File: src/rtl/riscv_pkg.sv
// Shared RV32 pipeline definitions: control-bit positions
// and MEM-stage handshake states.
package riscv_pkg;

  localparam int CTRL_MEM_READ  = 0;
  localparam int CTRL_MEM_WRITE = 1;
  localparam int CTRL_MEM_TO_REG = 2;
  localparam int CTRL_WB_PC4    = 3;
  localparam int CTRL_REG_WRITE = 4;

  localparam int CTRL_WB_W = 3;

  typedef enum logic {
    MS_IDLE,
    MS_WAIT
  } mem_state_t;

endpackage

File: src/rtl/dmem_handshake.sv
// Data-memory req/ack sequencer with bounded wait.
// Drives request, pipeline stall and completion strobes.
module dmem_handshake
  import riscv_pkg::*;
#(
  parameter int TIMEOUT = 16
) (
  input  logic clk,
  input  logic reset_n,
  input  logic start,
  input  logic ack,
  output logic dmem_req,
  output logic stall,
  output logic done,
  output logic timed_out
);

  localparam int CW = (TIMEOUT > 2) ? $clog2(TIMEOUT) : 1;
  localparam logic [CW-1:0] CNT_LAST = CW'(TIMEOUT - 1);

  mem_state_t    state_q, state_d;
  logic [CW-1:0] cnt_q, cnt_d;
  logic          req_c, stall_c;

  always_comb begin
    state_d   = state_q;
    cnt_d     = cnt_q;
    req_c     = 1'b0;
    stall_c   = 1'b0;
    done      = 1'b0;
    timed_out = 1'b0;
    unique case (state_q)
      MS_IDLE: begin
        if (start) begin
          req_c = 1'b1;
          if (ack) begin
            done = 1'b1;
          end else begin
            stall_c = 1'b1;
            state_d = MS_WAIT;
            cnt_d   = CW'(1);
          end
        end
      end
      MS_WAIT: begin
        req_c = 1'b1;
        if (ack) begin
          done    = 1'b1;
          state_d = MS_IDLE;
          cnt_d   = '0;
        end else if (cnt_q == CNT_LAST) begin
          done      = 1'b1;
          timed_out = 1'b1;
          state_d   = MS_IDLE;
          cnt_d     = '0;
        end else begin
          stall_c = 1'b1;
          cnt_d   = cnt_q + CW'(1);
        end
      end
      default: state_d = MS_IDLE;
    endcase
  end

  // Held low while in reset so an abandoned access drops at once.
  assign dmem_req = req_c & reset_n;
  assign stall    = stall_c & reset_n;

  always_ff @(posedge clk or negedge reset_n) begin
    if (!reset_n) begin
      state_q <= MS_IDLE;
      cnt_q   <= '0;
    end else begin
      state_q <= state_d;
      cnt_q   <= cnt_d;
    end
  end

endmodule

File: src/rtl/mem_stage.sv
// RV32 memory-access stage: word load/store over req/ack,
// misalignment and timeout flags, MEM/WB register.
module mem_stage
  import riscv_pkg::*;
#(
  parameter int TIMEOUT = 16
) (
  input  logic                 clk,
  input  logic                 reset_n,
  input  logic [4:0]           ctrl_mem,
  input  logic [31:0]          rd_mem,
  input  logic [31:0]          alu_result,
  input  logic [31:0]          write_data1,
  input  logic [31:0]          pc4_mem,
  output logic                 dmem_req,
  output logic                 dmem_we,
  output logic [31:0]          dmem_addr,
  output logic [31:0]          dmem_wdata,
  input  logic [31:0]          dmem_rdata,
  input  logic                 dmem_ack,
  output logic                 stall,
  output logic [CTRL_WB_W-1:0] ctrl_wb,
  output logic [4:0]           rd_wb,
  output logic [31:0]          read_data,
  output logic [31:0]          alu_result_wb,
  output logic [31:0]          pc4_wb,
  output logic                 misaligned,
  output logic                 timeout_err
);

  logic mem_op, misal, start;
  logic done, timed_out;

  logic [CTRL_WB_W-1:0] ctrl_wb_q, ctrl_wb_d;
  logic [4:0]           rd_wb_q, rd_wb_d;
  logic [31:0]          rdata_q, rdata_d;
  logic [31:0]          alu_wb_q, alu_wb_d;
  logic [31:0]          pc4_wb_q, pc4_wb_d;
  logic                 misal_q, misal_d;
  logic                 tout_q, tout_d;

  logic unused_rd_hi;
  assign unused_rd_hi = ^rd_mem[31:5];

  assign mem_op = ctrl_mem[CTRL_MEM_READ] | ctrl_mem[CTRL_MEM_WRITE];
  assign misal  = mem_op & (alu_result[1:0] != 2'b00);
  assign start  = mem_op & ~misal;

  // A store wins when both read and write are decoded.
  assign dmem_we    = ctrl_mem[CTRL_MEM_WRITE];
  assign dmem_addr  = alu_result;
  assign dmem_wdata = write_data1;

  dmem_handshake #(
    .TIMEOUT(TIMEOUT)
  ) u_hs (
    .clk      (clk),
    .reset_n  (reset_n),
    .start    (start),
    .ack      (dmem_ack),
    .dmem_req (dmem_req),
    .stall    (stall),
    .done     (done),
    .timed_out(timed_out)
  );

  always_comb begin
    ctrl_wb_d = ctrl_wb_q;
    rd_wb_d   = rd_wb_q;
    rdata_d   = rdata_q;
    alu_wb_d  = alu_wb_q;
    pc4_wb_d  = pc4_wb_q;
    misal_d   = misal_q | misal;
    tout_d    = tout_q | timed_out;
    if (stall) begin
      ctrl_wb_d = '0;
    end else begin
      ctrl_wb_d = {ctrl_mem[CTRL_REG_WRITE] & ~misal,
                   ctrl_mem[CTRL_WB_PC4],
                   ctrl_mem[CTRL_MEM_TO_REG]};
      rd_wb_d   = rd_mem[4:0];
      alu_wb_d  = alu_result;
      pc4_wb_d  = pc4_mem;
      rdata_d   = (done & ~timed_out) ? dmem_rdata : 32'h0;
    end
  end

  always_ff @(posedge clk or negedge reset_n) begin
    if (!reset_n) begin
      ctrl_wb_q <= '0;
      rd_wb_q   <= '0;
      rdata_q   <= '0;
      alu_wb_q  <= '0;
      pc4_wb_q  <= '0;
      misal_q   <= 1'b0;
      tout_q    <= 1'b0;
    end else begin
      ctrl_wb_q <= ctrl_wb_d;
      rd_wb_q   <= rd_wb_d;
      rdata_q   <= rdata_d;
      alu_wb_q  <= alu_wb_d;
      pc4_wb_q  <= pc4_wb_d;
      misal_q   <= misal_d;
      tout_q    <= tout_d;
    end
  end

  assign ctrl_wb       = ctrl_wb_q;
  assign rd_wb         = rd_wb_q;
  assign read_data     = rdata_q;
  assign alu_result_wb = alu_wb_q;
  assign pc4_wb        = pc4_wb_q;
  assign misaligned    = misal_q;
  assign timeout_err   = tout_q;

endmodule

File: config.mk
export PLATFORM = sky130hd
export DESIGN_NAME = mem_stage
export DESIGN_NICKNAME = d
export VERILOG_FILES = /design/src/rtl/riscv_pkg.sv /design/src/rtl/dmem_handshake.sv /design/src/rtl/mem_stage.sv
export SDC_FILE = /design/constraint.sdc
export NUM_CORES = 1
export LEC_CHECK = 0
export ABC_CLOCK_PERIOD_IN_PS = 2260
export CAP_MARGIN = 20
export CORE_AREA = 2 2 133 135
export CTS_CLUSTER_DIAMETER = 30
export CTS_CLUSTER_SIZE = 24
export DETAILED_ROUTE_END_ITERATION = 8
export DIE_AREA = 0 0 135 137
export DONT_BUFFER_PORTS = 1
export PLACE_DENSITY = 0.43
export SYNTH_ARGS = -nofsm -noshare
export SYNTH_HDL_FRONTEND = slang
export SYNTH_SLANG_ARGS = --single-unit
File: constraint.sdc
create_clock -name clk -period 2.26 [get_ports clk]
set_input_delay 0.113 -clock clk [delete_from_list [all_inputs] [get_ports clk]]
set_output_delay 0.113 -clock clk [all_outputs]
set_load 0.02 [all_outputs]
# Word level (Yosys, flattened, before mapping)
# Cells that the tools add are included.
# word_totals
ff_bits	111
latch_bits	0
ram_bits	0
rom_bits	0
inputBits	168
out_inout_bits	173
wordCells	48
mem_count	0
# op_classes
addsub	1
multipliers	0
n_div	0
magnitude_cmp	0
eq_ne	3
n_shift	0
muxes	21
n_bitwise	12
n_reduce_logical	2
# op_table
operator	count
$mux 32	1
$mux 4	4
$mux 1	11
$pmux 4 s2	1
$and 1x1->1	6
$pmux 1 s2	3
$add 4x1->4 const B	1
$eq 4x4->1 const B	1
$ne 2x2->1 const B	2
$mux 3	1
$not 1->1	3
$or 1x1->1	3
$reduce_and 2->1	1
$reduce_bool 2->1	1

# Depth between registers and ports, before layout
# depth
word_depth	8
ltp_mapped	8
depth_no_buf	5

# Hierarchy
# From an unflattened synthesis, not the netlist that was laid out.
# hier_totals
cells_unflattened	391
area_unflattened_um2	4872.2
# modules_own_cells
module	n_inst	cells_each	area_each_um2	seq_area_each_um2
mem_stage	1	363	4591.9	2652.5
dmem_handshake	1	28	280.3	125.1

# Least setup slack after synthesis
# No wires, ideal clock.
# synth_path
path_kind	reg-to-reg
from	reg u_hs.cnt_q[0]
to	reg alu_wb_q[25], in the netlist alu_result_wb[25]
setup_time_ns	0.125
arrival_ns	1.853
required_ns	2.135
setup_slack_ns	0.282
stages_incl_launch_ff	9
n_path_buf	3
synth_period_minus_slack_ns	1.978
path_cell_list	dfrtp_1 > ha_1 > nand4_1 > and2_1 > buf_6 > nor3b_1 > buf_6 > buf_6 > mux2_4
# synth_via
elab_chain_cells	5
# synth_rtl
element	line_no	source
start: declaration	dmem_handshake.sv:22	logic [CW-1:0] cnt_q, cnt_d;
start signal: assignment	dmem_handshake.sv:75	cnt_q <= cnt_d;
$eq 4x4->1	dmem_handshake.sv:51	end else if (cnt_q == CNT_LAST) begin
$mux 1	dmem_handshake.sv:51	
$mux 1	dmem_handshake.sv:47	if (ack) begin
$pmux 1 s2	dmem_handshake.sv:32	unique case (state_q)
$and 1x1->1	dmem_handshake.sv:67	assign stall = stall_c & reset_n;
via stall	mem_stage.sv:21	output logic stall,
end signal: assignment	mem_stage.sv:101	alu_wb_q <= alu_wb_d;
end: declaration	mem_stage.sv:37	logic [31:0] alu_wb_q, alu_wb_d;
# The timed path passes the listed nets, and every way through them passes these cells.
# A chain may end at the register's enable or synchronous reset.

# Worst setup path after layout
# layout_path
from	reg u_hs.cnt_q[0]
to	reg alu_wb_q[21], in the netlist alu_result_wb[21]
# layout_via
elab_chain_cells	5
# layout_rtl
element	line_no
$eq 4x4->1	dmem_handshake.sv:51
$mux 1	dmem_handshake.sv:51
$mux 1	dmem_handshake.sv:47
$pmux 1 s2	dmem_handshake.sv:32
$and 1x1->1	dmem_handshake.sv:67
# No other way between the ends.

==> summary.txt <==
Route
  • # DRC: 0
  • Number of DRC markers in iteration 0: 85
  • DR vias: 2,989
  • DR pass1 iterations: 6
  • Vias per inst: 4.52
  • Routed wire length: 11,800 um
  • Wirelength per Cell: 17.8 um
  • DRT antenna net count: 0

Timing
  • RSZ-0062 raised after global routing: false
  • Final Setup Violations: 0
  • Clock skew: 8.65 ps
  • Slew Viols, Final: 0
  • Slew HR: 69.7%
  • Final Hold Viols: 111
  • Setup TNS: 0 ps
  • Hold_ws: -556 ps
  • Worst-Margin Slew: 449 ps
  • Period utilization: 93.8%
  • Minimum clock period: 2120 ps
  • Fmax: 472 MHz

Placement
  • Dpl cell area: 4830 um^2
  • Routability cong.: 0.740
  • Dpl hpwl: 7000 um
  • Inst Count DP: 540
  • I/O Buffers: 0

Cells and area
  • Final instance area: 6210 um^2
  • Layout Nets: 601
  • Area Overhead vs Synth: 22.1%
  • Share of cells above drive strength 1: 22.2%
  • Final std cells w/o fill: 662
  • Multi-input logic area: 1680 um^2
  • Number of fill cells in the layout: 1,631
  • Storage element area: 2780 um^2
  • Number of antenna diodes: 0

Critical path
  • Critical path data arrival time: 2350 ps
  • Number of cells on the critical path: 7
  • Crit path buffers/inverters: 2
  • Worst r2r path cells: 7
  • Slowest library cell on the worst path: dfrtp_1
  • Setup CP Type: reg -> reg
  • Crit path max fanout: 17
  • Data required time of the worst path: 2490 ps
  • Critical Path End Type: flop
  • Critical Path Source Type: flop
  • Critical path's top delay family: simple AND/OR/NAND/NOR gates
  • Slowest stage delay, CP: 430 ps
  • CP cell instances: ha_1 > nand4_1 > and2_1 > nor3b_4 > buf_4 > buf_12 > mux2_4

Pwr
  • VDD IR max: 0.330 mV
  • Pwr Density: 724 nW/um^2
  • Leak: 2.69 nW

Yosys
  • Count of state elements after synthesis: 111
  • Post-synth EDFFs: 0
  • Post-synth top cells: dfrtp_1, mux2_4, buf_4, a21oi_1
  • Leading area contributor after synthesis: dfrtp_1
  • Seq/Total Area, Yosys: 54.6%
  • Main synth FF type: dfrtp_1
  • Synth warn: 0
  • Largest cells by area after synthesis: dfrtp_1, mux2_4, buf_4
  • Post-Syn Nets: 564
  • Avg Cell Area, Syn: 12.9 um^2
  • Most frequent cell after synthesis: dfrtp_1
  • Library cells used by synthesis: 26
  • Ys async rst share: 100%
  • Synth Instances: 395
  • Post-synthesis cell area: 5090 um^2
  • Post-synth top area share: 54.6%

Min path
  • Worst Hold Class: in -> async

Clocking
  • Clock Pin Slew Worst Setup and Hold Paths: 80 ps
  • Postcts setup bufs: 0
  • CTS tree: built
  • TritonCTS Buffers: 9
  • Clk sinks: 111
  • Clk Latency, worst-skew pair: 350 ps
  • CTS root buf: clkbuf_16
  • Clock Path Buffers: 2
  • H-tree depth: 3
  • # hold bufs at CTS: 105

GRT
  • Largest net degree at the start of global routing: 114
  • Vias in the first global route: 3,269
  • Total track usage: 12.2%
  • First-pass GRT wire length: 17,600 um
  • Initial antenna violation count: 0
  • Total grt overflow: 0

Job
  • # Max-Cap Violations: 0

Floorplanning
  • Total core area: 17,100 um^2
  • Initial Util: 29.8%
  • Full die area: 18,500 um^2
  • Die width: 135 um
  • Vert. Die Dim: 137 um
  • Rows: 48
  • Io pins: 341

Run status
  • Status: finished, violations left
  • Failing checks: negative hold slack
## cells in the final DEF, fill, tap and decap left out, types with 2 or more instances in the layout
cell and count:
buf_4 4, dfrtp_1 111, mux2_2 3, inv_6 2, nand2b_1 3, nand3_1 33
clkinvlp_4 2, nor2b_1 4, o21ai_0 3, nand2_1 33, a21oi_1 34, o31ai_1 2
nor2_1 4, mux2_4 66, clkbuf_16 10, dlygate4sd3_1 104, buf_12 3
## power by group
group	switching, mW	internal (mW)	total [mW]
registers	0.260	2.12	2.38
logic	0.177	0.310	0.487
clock network	0.759	0.874	1.63
## per-stage QoR
stage | hold slack, ps | worst slack (ps) | utilization (%) | power (mW)
4_1_cts | -575 | 118 | 36.3 | 4.57
6_report | -556 | 140 | 36.4 | 4.50
3_5_place_dp | -180 | 145 | 28.3 | 2.74
3_3_place_gp | -179 | 185 | 28.3 | 2.73
2_1_floorplan | -183 | 282 | - | 2.83
5_1_grt | -584 | 14.6 | 36.4 | 4.70
## per-layer routing
layer | vias to the layer above | track usage (%) | share of wire [%] | wire [um]
li1 | 1345 | - | - | -
met1 | 1433 | 13.1 | 38 | 4460
met2 | 184 | 21.5 | 50 | 5930
met3 | 27 | 4.67 | 9.7 | 1140
met4 | 0 | 5.44 | 2.0 | 233
met5 | - | 0 | 0 | 0
## area by class of cell
class | count | share of cell area [%]
Sequential cell | 111 | 44.7
Timing Repair Buffer | 113 | 18.8
Inverter | 1 | 0.0604
Clock buffer | 9 | 3.62
Tap cell | 225 | 4.53
Clock inverter | 7 | 1.27
Multi-Input combinational cell | 196 | 27.0
## final timing paths
| kind | slack (ps) | to | start |
|---|---|---|---|
| worst max-delay path | 140 | alu_result_wb[21] | u_hs.cnt_q[0] |
| worst min-delay path | -560 | pc4_wb[22] | reset_n |
| worst max register to register | 140 | alu_result_wb[21] | u_hs.cnt_q[0] |
| worst min register to register | 520 | u_hs.cnt_q[3] | u_hs.cnt_q[3] |
| max in group asynchronous | 2650 | alu_result_wb[21] | reset_n |
| min in group clk | 40 | u_hs.state_q | dmem_ack |
## sequential cells by signal, indices dropped and copies added, names as in the netlist
signal / flops
alu_result_wb: 32
pc4_wb: 32
read_data: 32
rd_wb: 5
u_hs.cnt_q: 4
ctrl_wb: 3
misaligned: 1
timeout_err: 1
u_hs.state_q: 1
## cell families after synthesis
| kind of cell | Yosys count | share of synthesized area (%) |
|---|---|---|
| buf+inv | 88 | 12.6 |
| compound gates | 44 | 4.89 |
| flops | 111 | 54.6 |
| simple gates | 82 | 7.50 |
| mux | 69 | 20.1 |
| fa+ha+maj | 1 | 0.246 |
## repair_timing
| action | 4_1_cts | 5_1_grt |
|---|---|---|
| setup endpoints to repair | 0 | 11 |
| resized for setup | 0 | 2 |
| hold endpoints to repair | 218 | 111 |
Note: power is estimated with default switching activity, not from simulation.
